===== src/rtl/irq_pkg.sv =====
// Shared definitions for the button interrupt controller: channel names,
// the "no interrupt" id and the presentation FSM state type.
package irq_pkg;

  localparam int NUM_BUTTONS = 8;
  localparam int IRQ_NONE    = 0;

  typedef enum logic [2:0] {
    LEFT   = 3'd0,
    RIGHT  = 3'd1,
    DOWN   = 3'd2,
    UP     = 3'd3,
    SELECT = 3'd4,
    START  = 3'd5,
    A      = 3'd6,
    B      = 3'd7
  } btn_idx_e;

  typedef enum logic {
    ST_IDLE    = 1'b0,
    ST_PRESENT = 1'b1
  } irq_state_e;

endpackage


===== src/rtl/button_debounce.sv =====
// One button channel: 2-flop synchroniser, stability counter, debounced level
// and a one-cycle pulse on each accepted 0->1 change of the debounced level.
module button_debounce #(
  parameter int DEBOUNCE_CYCLES = 16
) (
  input  logic clk,
  input  logic rst,
  input  logic i_btn,
  output logic o_rise
);

  localparam int CNT_W = $clog2(DEBOUNCE_CYCLES + 1);

  logic             r_sync1;
  logic             r_sync2;
  logic             r_level;
  logic [CNT_W-1:0] r_cnt;
  logic             r_rise;

  // The level only moves once the count has reached DEBOUNCE_CYCLES and the
  // synchronised input still disagrees, so short glitches never get through.
  always_ff @(posedge clk) begin
    if (rst) begin
      r_sync1 <= 1'b0;
      r_sync2 <= 1'b0;
      r_level <= 1'b0;
      r_cnt   <= '0;
      r_rise  <= 1'b0;
    end else begin
      r_sync1 <= i_btn;
      r_sync2 <= r_sync1;
      r_rise  <= 1'b0;
      if (r_sync2 == r_level) begin
        r_cnt <= '0;
      end else if (r_cnt == CNT_W'(DEBOUNCE_CYCLES)) begin
        r_level <= ~r_level;
        r_cnt   <= '0;
        r_rise  <= ~r_level;
      end else begin
        r_cnt <= r_cnt + CNT_W'(1);
      end
    end
  end

  assign o_rise = r_rise;

endmodule


===== src/rtl/button_irq_ctrl.sv =====
// Debounced button interrupt controller: latches rising edges as pending,
// tracks overflow, and presents the lowest unmasked pending channel until acked.
module button_irq_ctrl
  import irq_pkg::*;
#(
  parameter int NUM_CH          = NUM_BUTTONS,
  parameter int DEBOUNCE_CYCLES = 16,
  parameter int ID_W            = $clog2(NUM_CH + 1)
) (
  input  logic              clk,
  input  logic              rst,
  input  logic [NUM_CH-1:0] btn,
  input  logic [NUM_CH-1:0] mask,
  input  logic              irq_ack,
  input  logic              ovf_clr,
  output logic              irq_valid,
  output logic [ID_W-1:0]   irq_id,
  output logic [NUM_CH-1:0] pending,
  output logic [NUM_CH-1:0] overflow
);

  logic [NUM_CH-1:0] w_rise;
  logic [NUM_CH-1:0] w_ack_clr;
  logic [NUM_CH-1:0] w_req;
  logic [NUM_CH-1:0] r_pending;
  logic [NUM_CH-1:0] r_overflow;
  logic [ID_W-1:0]   r_id;
  logic [ID_W-1:0]   w_id_next;
  logic [ID_W-1:0]   w_sel;
  irq_state_e        r_state;
  irq_state_e        w_state_next;

  for (genvar gi = 0; gi < NUM_CH; gi++) begin : g_ch
    button_debounce #(
      .DEBOUNCE_CYCLES(DEBOUNCE_CYCLES)
    ) u_debounce (
      .clk   (clk),
      .rst   (rst),
      .i_btn (btn[gi]),
      .o_rise(w_rise[gi])
    );

    assign w_ack_clr[gi] = (r_state == ST_PRESENT) && irq_ack && (r_id == ID_W'(gi + 1));
  end

  assign w_req = r_pending & ~mask;

  // Lowest index wins: scan downward so the last hit is the smallest channel.
  always_comb begin
    w_sel = ID_W'(IRQ_NONE);
    for (int i = NUM_CH - 1; i >= 0; i--) begin
      if (w_req[i]) begin
        w_sel = ID_W'(i + 1);
      end
    end
  end

  always_comb begin
    w_state_next = r_state;
    w_id_next    = r_id;
    case (r_state)
      ST_IDLE: begin
        if (|w_req) begin
          w_state_next = ST_PRESENT;
          w_id_next    = w_sel;
        end
      end
      ST_PRESENT: begin
        if (irq_ack) begin
          w_state_next = ST_IDLE;
          w_id_next    = ID_W'(IRQ_NONE);
        end
      end
      default: begin
        w_state_next = ST_IDLE;
        w_id_next    = ID_W'(IRQ_NONE);
      end
    endcase
  end

  // A new edge beats a coincident ack; an edge on an already pending channel
  // (without that ack) is what counts as overflow, and it beats ovf_clr.
  always_ff @(posedge clk) begin
    if (rst) begin
      r_state    <= ST_IDLE;
      r_id       <= ID_W'(IRQ_NONE);
      r_pending  <= '0;
      r_overflow <= '0;
    end else begin
      r_state    <= w_state_next;
      r_id       <= w_id_next;
      r_pending  <= w_rise | (r_pending & ~w_ack_clr);
      r_overflow <= (w_rise & r_pending & ~w_ack_clr) | (r_overflow & ~{NUM_CH{ovf_clr}});
    end
  end

  assign irq_valid = (r_state == ST_PRESENT);
  assign irq_id    = r_id;
  assign pending   = r_pending;
  assign overflow  = r_overflow;

endmodule


===== config.mk =====
export PLATFORM = sky130hd
export DESIGN_NAME = button_irq_ctrl
export DESIGN_NICKNAME = d
export VERILOG_FILES = /design/src/rtl/irq_pkg.sv /design/src/rtl/button_debounce.sv /design/src/rtl/button_irq_ctrl.sv
export SDC_FILE = /design/constraint.sdc
export NUM_CORES = 1
export LEC_CHECK = 0
export CAP_MARGIN = 20
export CORE_ASPECT_RATIO = 1.2
export CORE_MARGIN = 2
export CORE_UTILIZATION = 56
export DETAILED_ROUTE_END_ITERATION = 8
export DONT_BUFFER_PORTS = 1
export GPL_TIMING_DRIVEN = 0
export MAX_ROUTING_LAYER = met4
export PLACE_DENSITY = 0.79
export SYNTH_ARGS = -nofsm -noshare
export SYNTH_HDL_FRONTEND = slang
export SYNTH_SLANG_ARGS = --single-unit

===== constraint.sdc =====
create_clock -name clk -period 1.72 [get_ports clk]
set_clock_uncertainty 0.1 [all_clocks]
set_input_delay 0.172 -clock clk [delete_from_list [all_inputs] [get_ports clk]]
set_output_delay 0.172 -clock clk [all_outputs]
set_load 0.01 [all_outputs]

==> flow_results.org, run 1 <==
** Power and ir drop
- In this run the static leakage power is 0.00145 uW.
- Power Dens Cells :: 871 nW/um^2
- Maximum VDD drop :: 0.520 mV

** Critical path
- Reg2reg start :: pending[4]
- STA puts the critical path data required time at 1900 ps.
- Path depth of the worst reg2reg path :: 5
- Tracing the worst setup path back leads to its startpoint at pending[4].
- STA classifies the critical path endpoint as a flip-flop.
- Endpoint of the most critical setup path :: irq_id[1]
- The critical path goes through nor2b_4 > or4_4 > o31a_1 > nand3b_4 > a21oi_2.
- Crit path max-delay family :: simple AND/OR/NAND/NOR gates
- Maximum fanout along the worst path :: 4
- Worst path buffer plus inverter count :: 0
- Data arrival time of the critical path :: 2000 ps
- Count of cell instances traversed by the critical path :: 5
- Worst Setup Start Kind :: flip-flop
- The worst register-to-register path ends at irq_id[1].
- The setup path with the least slack is of type flip-flop to flip-flop.
- Stage delay of the slowest cell on the critical path :: 550 ps
- Critical Path Slowest Stage Cell :: sky130_fd_sc_hd__or4_4
- Internal reg-to-reg setup slack :: -100 ps

** Finish
- Most common cell after layout, fill and taps aside :: sky130_fd_sc_hd__dfxtp_1
- After the last flow step, the layout net total stands at 446.
- Of the cells placed in the final design, the portion with a size suffix greater than 1 is 0.0795.
- Count of antenna diodes in the layout :: 0
- In the layout the commonest cells are 89 x sky130_fd_sc_hd__dfxtp_1, 66 x sky130_fd_sc_hd__nor2_1, 31 x sky130_fd_sc_hd__inv_1.
- From synthesis to final layout, the design area changed by 12.7%.

** Clock network
- Clock Path Buffers :: 2
- Clock slew seen by the registers of the worst setup and hold paths :: 80 ps
- Clock Tree Root :: sky130_fd_sc_hd__clkbuf_8
- Number of CTS-inserted buffers :: 9
- Number of levels the H-tree was split into :: 3
- TritonCTS built the clock tree.
- At the later pin of the worst-skew pair, clock insertion delay measures 340 ps.
- Sinks on Clock Net :: 93

** Die
- Row generation in the floorplan step produced 32 rows.
- 41 I/O pins were placed.
- The die is 77.4 um wide.
- The die covers 7140 sq um.
- The initial utilization of the core area, before any placement, comes to 0.569.
- The floorplan step set the die height to 92.1 um.
- Area of the core :: 6370 sq um

** STA
- Final Critical Period :: 1820 ps
- The count of endpoints failing hold in the final timing report was 0.
- Timing-limited maximum frequency :: 549 MHz
- In the finished design, the share of the clock period the worst path needs comes to 1.06.
- Setup slack on the critical path of the routed design comes to -102 ps.
- Number of pins with negative max-slew slack in the final report :: 0
- Setup repair after global routing missed its margin :: true
- Total Negative Setup Slacks :: -193 ps
- At the pin with the least slew margin, the transition time is 536 ps.
- Setup violations remaining at the end of the flow were counted as 3.
- Worst slew margin relative to its limit :: 0.643

** Global route
- Grt met3 use :: 0.0512
- Total global routing track utilization :: 0.197
- Total congestion overflow :: 0
- Met1 routing resource usage after global routing :: 0.206
- Global routing usage on met2 :: 0.351
- Global-route layer with the greatest usage :: met2
- Entering global routing, the biggest net connects 16 pins.
- Number of global-route vias before repair :: 2504
- Wire length of the first global-routing pass :: 10.8 mm
- The number of antenna violations at the first check in global routing came to 0.

** Route
- For this run, design rule violations remaining after detail routing come to 0.
- After the first detailed-routing iteration, the DRC count stood at 111.
- Vias :: 2540
- Ratio of routed vias to standard cells :: 5.08
- Antenna-violating nets left :: 0
- Dividing the detail-routed wire length by the instance count gives 12.8 um.
- The first TritonRoute pass finished after 4 iterations.
- The routed design has 6.38 mm of wire.

** Synth
- Number of enable flip-flop cells after synthesis :: 0
- Most frequently used flop master after synthesis :: sky130_fd_sc_hd__dfxtp_1
- The synthesized netlist contains 34 unique library cells.
- Nets in the synthesized netlist :: 420
- Mean cell area of the mapped netlist :: 9.44 sq um
- Sequential-to-total area share from yosys stat :: 0.514
- Number of register bits inferred by synthesis :: 93
- After technology mapping, the gate count stands at 384.
- Async set-reset flop share out of synthesis :: 0
- Summed instance area of the synthesized netlist :: 3620 sq um
- During synthesis, Yosys emitted a total of 0 warnings.

** Job
- Max Cap Violations :: 0

** Min path
- In this run the worst hold path is classified as primary input to flip-flop.

** Placed design
- Worst slack at placement :: -139 ps
- The congestion estimate from routability-driven global placement came to 0.751.
- During placement, the flow inserted port buffers numbering 0.
- Detailed placement finished with a half-perimeter wire length of 4.54 mm.

** Outcome
- The final reports fail on negative setup slack.
- The flow ran to the end, but the final reports show violations.
==> sequential cells by signal, summed over array words and instances, names as in the netlist <==
| signal | count |
|---|---|
| g_ch.u_debounce.o_rise | 8 |
| g_ch.u_debounce.r_cnt | 40 |
| g_ch.u_debounce.r_level | 8 |
| g_ch.u_debounce.r_sync1 | 8 |
| g_ch.u_debounce.r_sync2 | 8 |
| irq_id | 4 |
| irq_valid | 1 |
| overflow | 8 |
| pending | 8 |
==> per-stage QoR <==
| stage | total power [uW] | cells | cell area [sq um] | hold slack [ps] | utilization |
|---|---|---|---|---|---|
| 6_report | 3560 | 500 | 4090 | 32.5 | 0.642 |
| 5_1_grt | 3720 | 500 | 4090 | 26.8 | 0.642 |
| 4_1_cts | 3600 | 498 | 4040 | 11.9 | 0.635 |
| 3_5_place_dp | 2310 | 469 | 3730 | 196 | 0.586 |
| 3_3_place_gp | 2310 | 469 | 3730 | 175 | 0.586 |
| 2_1_floorplan | 2290 | 384 | 3630 | 172 | - |
==> kinds of logic (layout without fill, tap and decap cells) <==
group,after synthesis,after routing,share of synthesized area
simple gates,165,165,0.240
mux,8,8,0.0221
flops,93,93,0.514
compound gates,33,33,0.0538
fa+ha+maj,16,16,0.0552
buf+inv,37,68,0.0383
xor+xnor,32,32,0.0773
==> cells in the mapped netlist, drive strengths merged (6+ instances only) <==
cell type	count	area share
xor2	16	0.039
a21oi	18	0.026
inv	31	0.032
o21ai	7	0.0097
or3	9	0.016
and3	8	0.014
nor2	66	0.068
dfxtp	93	0.51
or2	6	0.010
nor2b	22	0.042
nand2b	14	0.024
nand3	19	0.026
xnor2	16	0.039
mux2i	8	0.022
nand2	8	0.0083
ha	16	0.055
==> worst min-delay path by stage <==
| stage | depth (start not counted) | start | endpoint | slack [ps] |
|---|---|---|---|---|
| 4_1_cts | 2 | mask[0] | irq_id[0] | 10 |
| 3_5_place_dp | 1 | irq_ack | irq_valid | 200 |
| 2_1_floorplan | 1 | irq_ack | irq_valid | 170 |
| 6_report | 2 | mask[0] | irq_id[0] | 30 |
| 5_1_grt | 2 | mask[0] | irq_id[0] | 30 |
| 3_3_place_gp | 1 | irq_ack | irq_valid | 170 |
==> report_power, final <==
| part | internal [uW] | switching, uW |
|---|---|---|
| clock network | 565 | 707 |
| registers | 2170 | 13.4 |
| logic | 50.6 | 53.5 |
| total | 2790 | 774 |
==> layer usage <==
metal	share of wire	routed length, um
met2	0.51	3250
met1	0.42	2680
met3	0.054	347
met4	0.015	97
met5	0	0
==> layout make-up <==
cell class | instances | area (sq um)
fill | 515 | 2280
sequential | 93 | 1870
inverter | 31 | 116
buffer | 6 | 22.5
timing repair buffer | 15 | 145
tap | 85 | 106
clock buffer | 11 | 141
multi-input combinational | 254 | 1650
clock inverter | 5 | 36.3
==> repair_timing <==
action	CTS	global route
setup buffers	2	0
endpoints found under the hold margin	44	2
gates resized for setup	5	5
pin swaps	3	2
endpoints found under the setup margin	6	12
hold buffers	11	2
(Power assumes the default switching activity.)
==> run 2, diff against run 1 <==
--- a/config.mk
+++ b/config.mk
@@ -13,7 +13,7 @@
 export DONT_BUFFER_PORTS = 1
 export GPL_TIMING_DRIVEN = 0
 export MAX_ROUTING_LAYER = met4
-export PLACE_DENSITY = 0.79
+export PLACE_DENSITY_LB_ADDON = 0.15
 export SYNTH_ARGS = -nofsm -noshare
 export SYNTH_HDL_FRONTEND = slang
 export SYNTH_SLANG_ARGS = --single-unit
==> constraint.sdc (replaced) <==
create_clock -name clk -period 1.72 [get_ports clk]
set_clock_uncertainty 0.1 [all_clocks]
set_input_delay 0 -clock clk [delete_from_list [all_inputs] [get_ports clk]]
set_output_delay 0 -clock clk [all_outputs]
set_load 0.005 [all_outputs]
==> flow_results.org, run 2 (synthesis results as in run 1) <==
** Clock network
- The clock transition at the registers of the reported paths came to 90 ps (was 80 ps).
- The number of sinks on the clock net is 93 (unchanged).
- The H-tree depth came to 3 (unchanged).
- Clock Tree Root :: sky130_fd_sc_hd__clkbuf_8 (unchanged)
- The clock tree from TritonCTS is yes (unchanged).
- Number of CTS-inserted buffers :: 9 (unchanged)
- The maximum buffer depth of the clock tree is 2 (unchanged).
- Clk Latency, worst-skew pair :: 340 ps (about the same)

** Power and ir drop
- The ratio of total power to cell area is 959 nW/um^2 (was 871 nW/um^2).
- Standby leakage power :: 0.00150 uW (was 0.00145 uW)
- The peak supply drop came to 0.674 mV (was 0.520 mV).
- The overall power after layout came to 4000 uW (was 3560 uW).

** Global route
- The number of global-route vias before repair was 2519 (was 2504).
- The remaining global-route overflow is 0 (unchanged).
- Wire length of the first global-routing pass :: 10.9 mm (was 10.8 mm)
- The global router's overall resource usage came to 0.201 (was 0.197).
- Largest net degree at the start of global routing :: 15 (was 16)
- Antenna violations before repair :: 0 (unchanged)

** Die
- Chip height :: 92.1 um (unchanged)
- The number of placement rows came to 32 (unchanged).
- The die span in x is 77.4 um (unchanged).
- Total die area :: 7140 sq um (unchanged)
- Number of I/O pins :: 41 (unchanged)
- The area of the placeable core came to 6370 sq um (unchanged).
- The initial core utilization was 0.569 (unchanged).

** STA
- The transition time at the pin with the least slew margin was 530 ps (was 536 ps).
- Count of endpoints failing setup in the final report :: 5 (was 3)
- The top achievable clock speed came to 547 MHz (was 549 MHz).
- The count of endpoints failing hold in the final timing report was 1 (was 0).
- The total negative setup slack is -410 ps (was -193 ps).
- The number of pins exceeding their max-slew limit in the final report came to 0 (unchanged).
- Setup repair after global routing missed its margin: true (unchanged).
- Worst hold slack across all endpoints :: -11.4 ps (was 32.5 ps)
- Period Utilization, post-route :: 1.06 (about the same)
- The worst-case headroom to the max-slew limit came to 0.642 (was 0.643).
- The final critical-path required period is 1830 ps (was 1820 ps).
- Worst Slack Setup Final :: -108 ps (was -102 ps)

** Route
- The total number of vias came to 2527 (was 2540).
- Total wirelength of the detailed-routed design :: 6.36 mm (was 6.38 mm)
- Count of TritonRoute iterations in the first routing pass :: 4 (unchanged)
- Antenna-violating nets left :: 0 (unchanged)
- The DRC violations left is 0 (unchanged).
- Ratio of routed vias to standard cells :: 5.02 (was 5.08)
- The number of DRC violations after detailed-routing iteration 0 is 73 (was 111).
- The average detailed-routed wire length per instance is 12.6 um (was 12.8 um).

** Placed design
- Final estimated routing congestion in global placement :: 0.834 (was 0.751)
- The sum of net half-perimeters after detailed placement was 4.35 mm (was 4.54 mm).
- Port Buffers :: 0 (unchanged)

** Critical path
- The kind of launch point of the worst setup path is a flip-flop (unchanged).
- Data arrival time of the critical path :: 2010 ps (was 2000 ps)
- Path depth of the worst reg2reg path :: 6 (was 5)
- The largest fanout of any net on the critical path came to 4 (unchanged).
- The critical path class is flip-flop to flip-flop (unchanged).
- The endpoint type of the worst setup path is a flip-flop (unchanged).
- Critical path required time :: 1900 ps (about the same)

** Finish
- Count of antenna diodes in the layout :: 0 (unchanged)
- The fraction of final layout cells with drive strength greater than 1 is 0.0694 (was 0.0795).
- Commonest non-fill, non-tap cells in the layout :: 91 x sky130_fd_sc_hd__dfxtp_1, 66 x sky130_fd_sc_hd__nor2_1, 31 x sky130_fd_sc_hd__inv_1 (was 89 x sky130_fd_sc_hd__dfxtp_1, 66 x sky130_fd_sc_hd__nor2_1, 31 x sky130_fd_sc_hd__inv_1)
- Filler Cells Inserted :: 527 (was 515)
- Max FFs per register :: 40 (unchanged)
- The net count reported at finish was 449 (was 446).
- The commonest non-fill, non-tap cell in the layout is sky130_fd_sc_hd__dfxtp_1 (unchanged).
- Top register by number of flip-flops :: g_ch.u_debounce.r_cnt (unchanged)
- Area growth from synthesis to layout :: 15.1% (was 12.7%)

** Outcome
- Result of the run :: finished, violations left (unchanged)
- Violations in the final reports: negative hold slack, negative setup slack (was negative setup slack).

** Min path
- Path type of the worst min-delay path :: primary input to flip-flop (unchanged)
- Cell depth of the worst min-delay path :: 5 (was 2)

** Job
- Max Cap Violations :: 0 (unchanged)
## run 2: cell count changes in the layout (fill, tap and decap cells not counted), moves of 2 or more
| cell | delta |
|---|---|
| sky130_fd_sc_hd__dfxtp_1 | +2 |
| sky130_fd_sc_hd__dlygate4sd3_1 | +2 |
| sky130_fd_sc_hd__bufinv_16 | +3 |
| sky130_fd_sc_hd__clkinvlp_4 | -3 |
## run 2: cell type report
cell class | count | area [sq um] | share of cell area
Buffer | 6 | 22.5 | 0.00540
Clock buffer | 12 | 145 | 0.0348
Clock inverter | 4 | 95.1 | 0.0228
Inverter | 31 | 116 | 0.0279
Multi-Input combinational cell | 254 | 1650 | 0.395
Sequential cell | 93 | 1870 | 0.447
Tap cell | 85 | 106 | 0.0255
Timing Repair Buffer | 18 | 173 | 0.0414
## run 2: through the flow
stage | instances | hold WS [ps] | area, sq um | utilization | setup WS [ps]
final | 503 | -11.4 | 4170 | 0.655 | -108
after global routing | 503 | 18.2 | 4170 | 0.655 | -168
after CTS | 502 | -81.1 | 4160 | 0.653 | -115
after detailed placement | 469 | 3.78 | 3730 | 0.586 | -100
after global placement | 469 | 2.56 | 3730 | 0.586 | -91.7
after floorplan | 384 | -0.385 | 3630 | - | -9.63
## run 2: critical path, stage by stage, from the launching register on
cell and delay, ps:
sky130_fd_sc_hd__dfxtp_4 370, sky130_fd_sc_hd__nor2b_4 130, sky130_fd_sc_hd__or4_4 520, sky130_fd_sc_hd__buf_4 160, sky130_fd_sc_hd__o32ai_4 250, sky130_fd_sc_hd__a22oi_1 100
sky130_fd_sc_hd__nor2_1 120
## run 2: timing repair
action	4_1_cts	5_1_grt
setup buffers	3	0
gates resized for setup	4	2
pin swaps	5	3
hold endpoints to repair	54	1
hold buffers	14	1
setup endpoints to repair	4	10
## run 2: per-layer routing
layer | up-vias | share of wire | track usage
met3 | 12 | 0.056 | 0.0531
met2 | 62 | 0.47 | 0.322
li1 | 1304 | - | -
met1 | 1149 | 0.45 | 0.227
met5 | - | 0 | -
met4 | 0 | 0.023 | 0.116
## run 2: final timing paths
path / start / to / slack [ps]
setup / recovery: pending[3] / irq_id[3] / -110
hold / removal: mask[6] / irq_id[0] / -10
setup reg to reg: pending[3] / irq_id[3] / -110
hold reg to reg: g_ch[4].u_debounce.r_sync1 / g_ch[4].u_debounce.r_sync2 / 340
## run 2: where the power goes
group,internal (uW),leakage [uW],total [uW],switching (uW)
sequential,2170,0.000754,2190,13.2
combinational,53.4,0.000628,109,55.1
clock,1000,0.000121,1710,701
==> run 3, diff against run 2 <==
--- a/config.mk
+++ b/config.mk
@@ -7,7 +7,6 @@
 export LEC_CHECK = 0
 export CAP_MARGIN = 20
 export CORE_ASPECT_RATIO = 1.2
-export CORE_MARGIN = 2
 export CORE_UTILIZATION = 56
 export DETAILED_ROUTE_END_ITERATION = 8
 export DONT_BUFFER_PORTS = 1
==> flow_results.org, run 3 (synthesis results as in run 1) <==
** Global route
- Antenna violations before repair :: 0 (unchanged)
- Largest net degree at the start of global routing :: 16 (was 15)
- The global-route wire length before repair came to 9.95 mm (was 10.9 mm).
- Total global routing track utilization :: 0.200 (was 0.201)
- The number of global-route vias before repair is 2422 (was 2519).
- Total congestion overflow :: 0 (unchanged)

** Power and ir drop
- The peak supply drop came to 0.574 mV (was 0.674 mV).
- Standby leakage power :: 0.00147 uW (was 0.00150 uW)
- Power Dens Cells :: 899 nW/um^2 (was 959 nW/um^2)

** Finish
- Count of antenna diodes in the layout :: 0 (unchanged)
- Commonest non-fill, non-tap cells in the layout: 89 x sky130_fd_sc_hd__dfxtp_1, 66 x sky130_fd_sc_hd__nor2_1, 31 x sky130_fd_sc_hd__inv_1 (was 91 x sky130_fd_sc_hd__dfxtp_1, 66 x sky130_fd_sc_hd__nor2_1, 31 x sky130_fd_sc_hd__inv_1).
- Share of cells above drive strength 1 :: 0.0745 (was 0.0694)
- The flip-flop count of the largest register, all copies and words added came to 40 (unchanged).
- Area growth from synthesis to layout :: 13.4% (was 15.1%)
- Most common cell after layout, fill and taps aside :: sky130_fd_sc_hd__dfxtp_1 (unchanged)
- The net count reported at finish is 448 (was 449).
- The register with the highest flop count is g_ch.u_debounce.r_cnt (unchanged).
- The cell area after layout is 4110 sq um (was 4170 sq um).

** STA
- Number of pins with negative max-slew slack in the final report :: 0 (unchanged)
- Setup repair after global routing missed its margin: true (unchanged).
- Final Critical Period :: 1810 ps (was 1830 ps)
- Slew of the pin with the lowest slew margin :: 519 ps (was 530 ps)
- Worst Slack Setup Final :: -86.7 ps (was -108 ps)
- Timing-limited maximum frequency :: 553 MHz (was 547 MHz)
- Period Utilization, post-route :: 1.05 (was 1.06)
- Final hold violation count :: 1 (unchanged)
- The worst hold margin is -19.6 ps (was -11.4 ps).
- The final setup violation count was 5 (unchanged).
- The worst-case headroom to the max-slew limit was 0.650 (was 0.642).

** Critical path
- Data arrival time of the critical path :: 1960 ps (was 2010 ps)
- The count of cells along the worst register-to-register path is 4 (was 6).
- Critical Path Slowest Stage Cell :: sky130_fd_sc_hd__or4_4 (unchanged)
- Kind of critical path :: flip-flop to flip-flop (unchanged)
- The largest fanout of any net on the critical path is 4 (unchanged).
- The delay contributed by the slowest stage of the critical path is 530 ps (was 520 ps).
- List of cells traversed by the critical path: nor2b_4 > or4_4 > o31a_1 > a311oi_1 (was nor2b_4 > or4_4 > buf_4 > o32ai_4 > a22oi_1 > nor2_1).
- The required time of the worst setup path is 1880 ps (was 1900 ps).
- Beginning of the critical path :: pending[4] (was pending[3])
- Reg2reg start :: pending[4] (was pending[3])
- CP endpoint kind :: flip-flop (unchanged)
- The kind of launch point of the worst setup path is a flip-flop (unchanged).

** Clock network
- Clock slew seen by the registers of the worst setup and hold paths :: 90 ps (about the same)
- Sinks on Clock Net :: 93 (unchanged)
- The H-tree depth was 3 (unchanged).
- Clock Path Buffers :: 2 (unchanged)
- The clock insertion delay at the later pin of the skew report was 350 ps (was 340 ps).
- The number of buffers inserted by hold repair at cts was 15 (was 14).
- The total CTS buffers was 9 (unchanged).
- Clock Tree Root :: sky130_fd_sc_hd__clkbuf_8 (unchanged)
- The clock tree from TritonCTS was yes (unchanged).

** Route
- The number of nets with antenna violations after routing was 0 (unchanged).
- The average vias per placed instance is 5.10 (was 5.02).
- The total number of vias was 2538 (was 2527).
- Remaining DRCs :: 0 (unchanged)
- The average detailed-routed wire length per instance was 12.6 um (about the same).
- Total wirelength of the detailed-routed design :: 6.27 mm (was 6.36 mm)
- The number of DRC violations after detailed-routing iteration 0 was 65 (was 73).
- The number of search-and-repair iterations in the first detailed-routing pass was 4 (unchanged).

** Job
- Max Cap Violations :: 0 (unchanged)

** Min path
- The critical hold path startpoint is mask[4] (was mask[6]).
- Path type of the worst min-delay path :: primary input to flip-flop (unchanged)
- The hold-critical path depth came to 5 (unchanged).

** Outcome
- Result of the run :: finished, violations left (unchanged)
- Violations in the final reports :: negative hold slack, negative setup slack (unchanged)

** Die
- Std cell rows :: 31 (was 32)
- Total die area :: 6800 sq um (was 7140 sq um)
- Area of the core :: 6130 sq um (was 6370 sq um)
- The initial core utilization was 0.591 (was 0.569).
- Number of I/O pins :: 41 (unchanged)
- The floorplan die height was 90.1 um (was 92.1 um).
- The die span in x was 75.4 um (was 77.4 um).

** Placed design
- The count of port buffers added during placement is 0 (unchanged).
- Worst slack at placement :: -85.7 ps (was -100 ps)
- The placer congestion estimate was 0.785 (was 0.834).
- Detailed-placement wirelength estimate :: 4.37 mm (was 4.35 mm)
- The cell area reported after detailed placement came to 3730 sq um (about the same).
[run 3: cell count changes in the layout (fill, tap and decap cells not counted)]
| cell | previous run | this run |
|---|---|---|
| sky130_fd_sc_hd__o21ai_0 | 5 | 4 |
| sky130_fd_sc_hd__clkbuf_1 | 7 | 5 |
| sky130_fd_sc_hd__clkbuf_8 | 10 | 9 |
| sky130_fd_sc_hd__clkinvlp_4 | 0 | 2 |
| sky130_fd_sc_hd__bufinv_16 | 3 | 1 |
| sky130_fd_sc_hd__o21ai_1 | 2 | 3 |
| sky130_fd_sc_hd__dfxtp_2 | 1 | 4 |
| sky130_fd_sc_hd__inv_6 | 0 | 1 |
| sky130_fd_sc_hd__dfxtp_4 | 1 | 0 |
| sky130_fd_sc_hd__buf_4 | 3 | 2 |
| sky130_fd_sc_hd__dfxtp_1 | 91 | 89 |
| sky130_fd_sc_hd__clkinv_2 | 1 | 2 |
[run 3: worst max-delay path, delay by kind of cell, from the launching register on]
kind	cells	cell delay, ps
AOI/OAI and AO/OA	2	610
and+or+nand+nor	2	660
DFF	1	340
[run 3: report_power, final]
group	switching (uW)	internal [uW]	total [uW]
registers	13.6	2170	2190
logic	54.4	53.6	108
clock network	733	664	1400
total	801	2890	3690
[run 3: stage by stage]
step           hold slack, ps  cells  utilization  power [uW]  TNS, ps
2_1_floorplan          -0.385    384            -        2290    -13.6
3_3_place_gp             3.60    466        0.608        2310     -214
3_5_place_dp             3.53    466        0.608        2310     -241
4_1_cts                 -68.1    497        0.665        3730     -227
5_1_grt                 -12.4    498        0.670        3840     -540
6_report                -19.6    498        0.670        3690     -289
[run 3: area by class of cell]
cell class                 instances  area [sq um]
fill                             536          2020
sequential                        93          1870
multi-input combinational        254          1650
timing repair buffer              17           165
clock buffer                       9           124
inverter                          31           116
tap                               82           103
clock inverter                     6          63.8
buffer                             6          22.5
[run 3: worst paths after layout]
kind	end	slack, ps
min	irq_id[0]	-20
max reg2reg	irq_id[0]	-90
max	irq_id[0]	-90
min reg2reg	g_ch[3].u_debounce.r_sync2	340
[run 3: metal layers]
metal	global-route usage	vias to the layer above	part of all wire	wire length, um
li1	-	1298	-	-
met1	0.208	1183	0.43	2700
met2	0.353	49	0.51	3180
met3	0.0359	8	0.047	293
met4	0.0926	0	0.016	101
met5	-	-	0	0
[run 3: timing repair]
action,in CTS,in global routing
buffers inserted,1,1
gates cloned,0,0
gates resized for setup,2,6
hold endpoints to repair,52,2
pin swaps,3,4
endpoints found under the setup margin,4,9
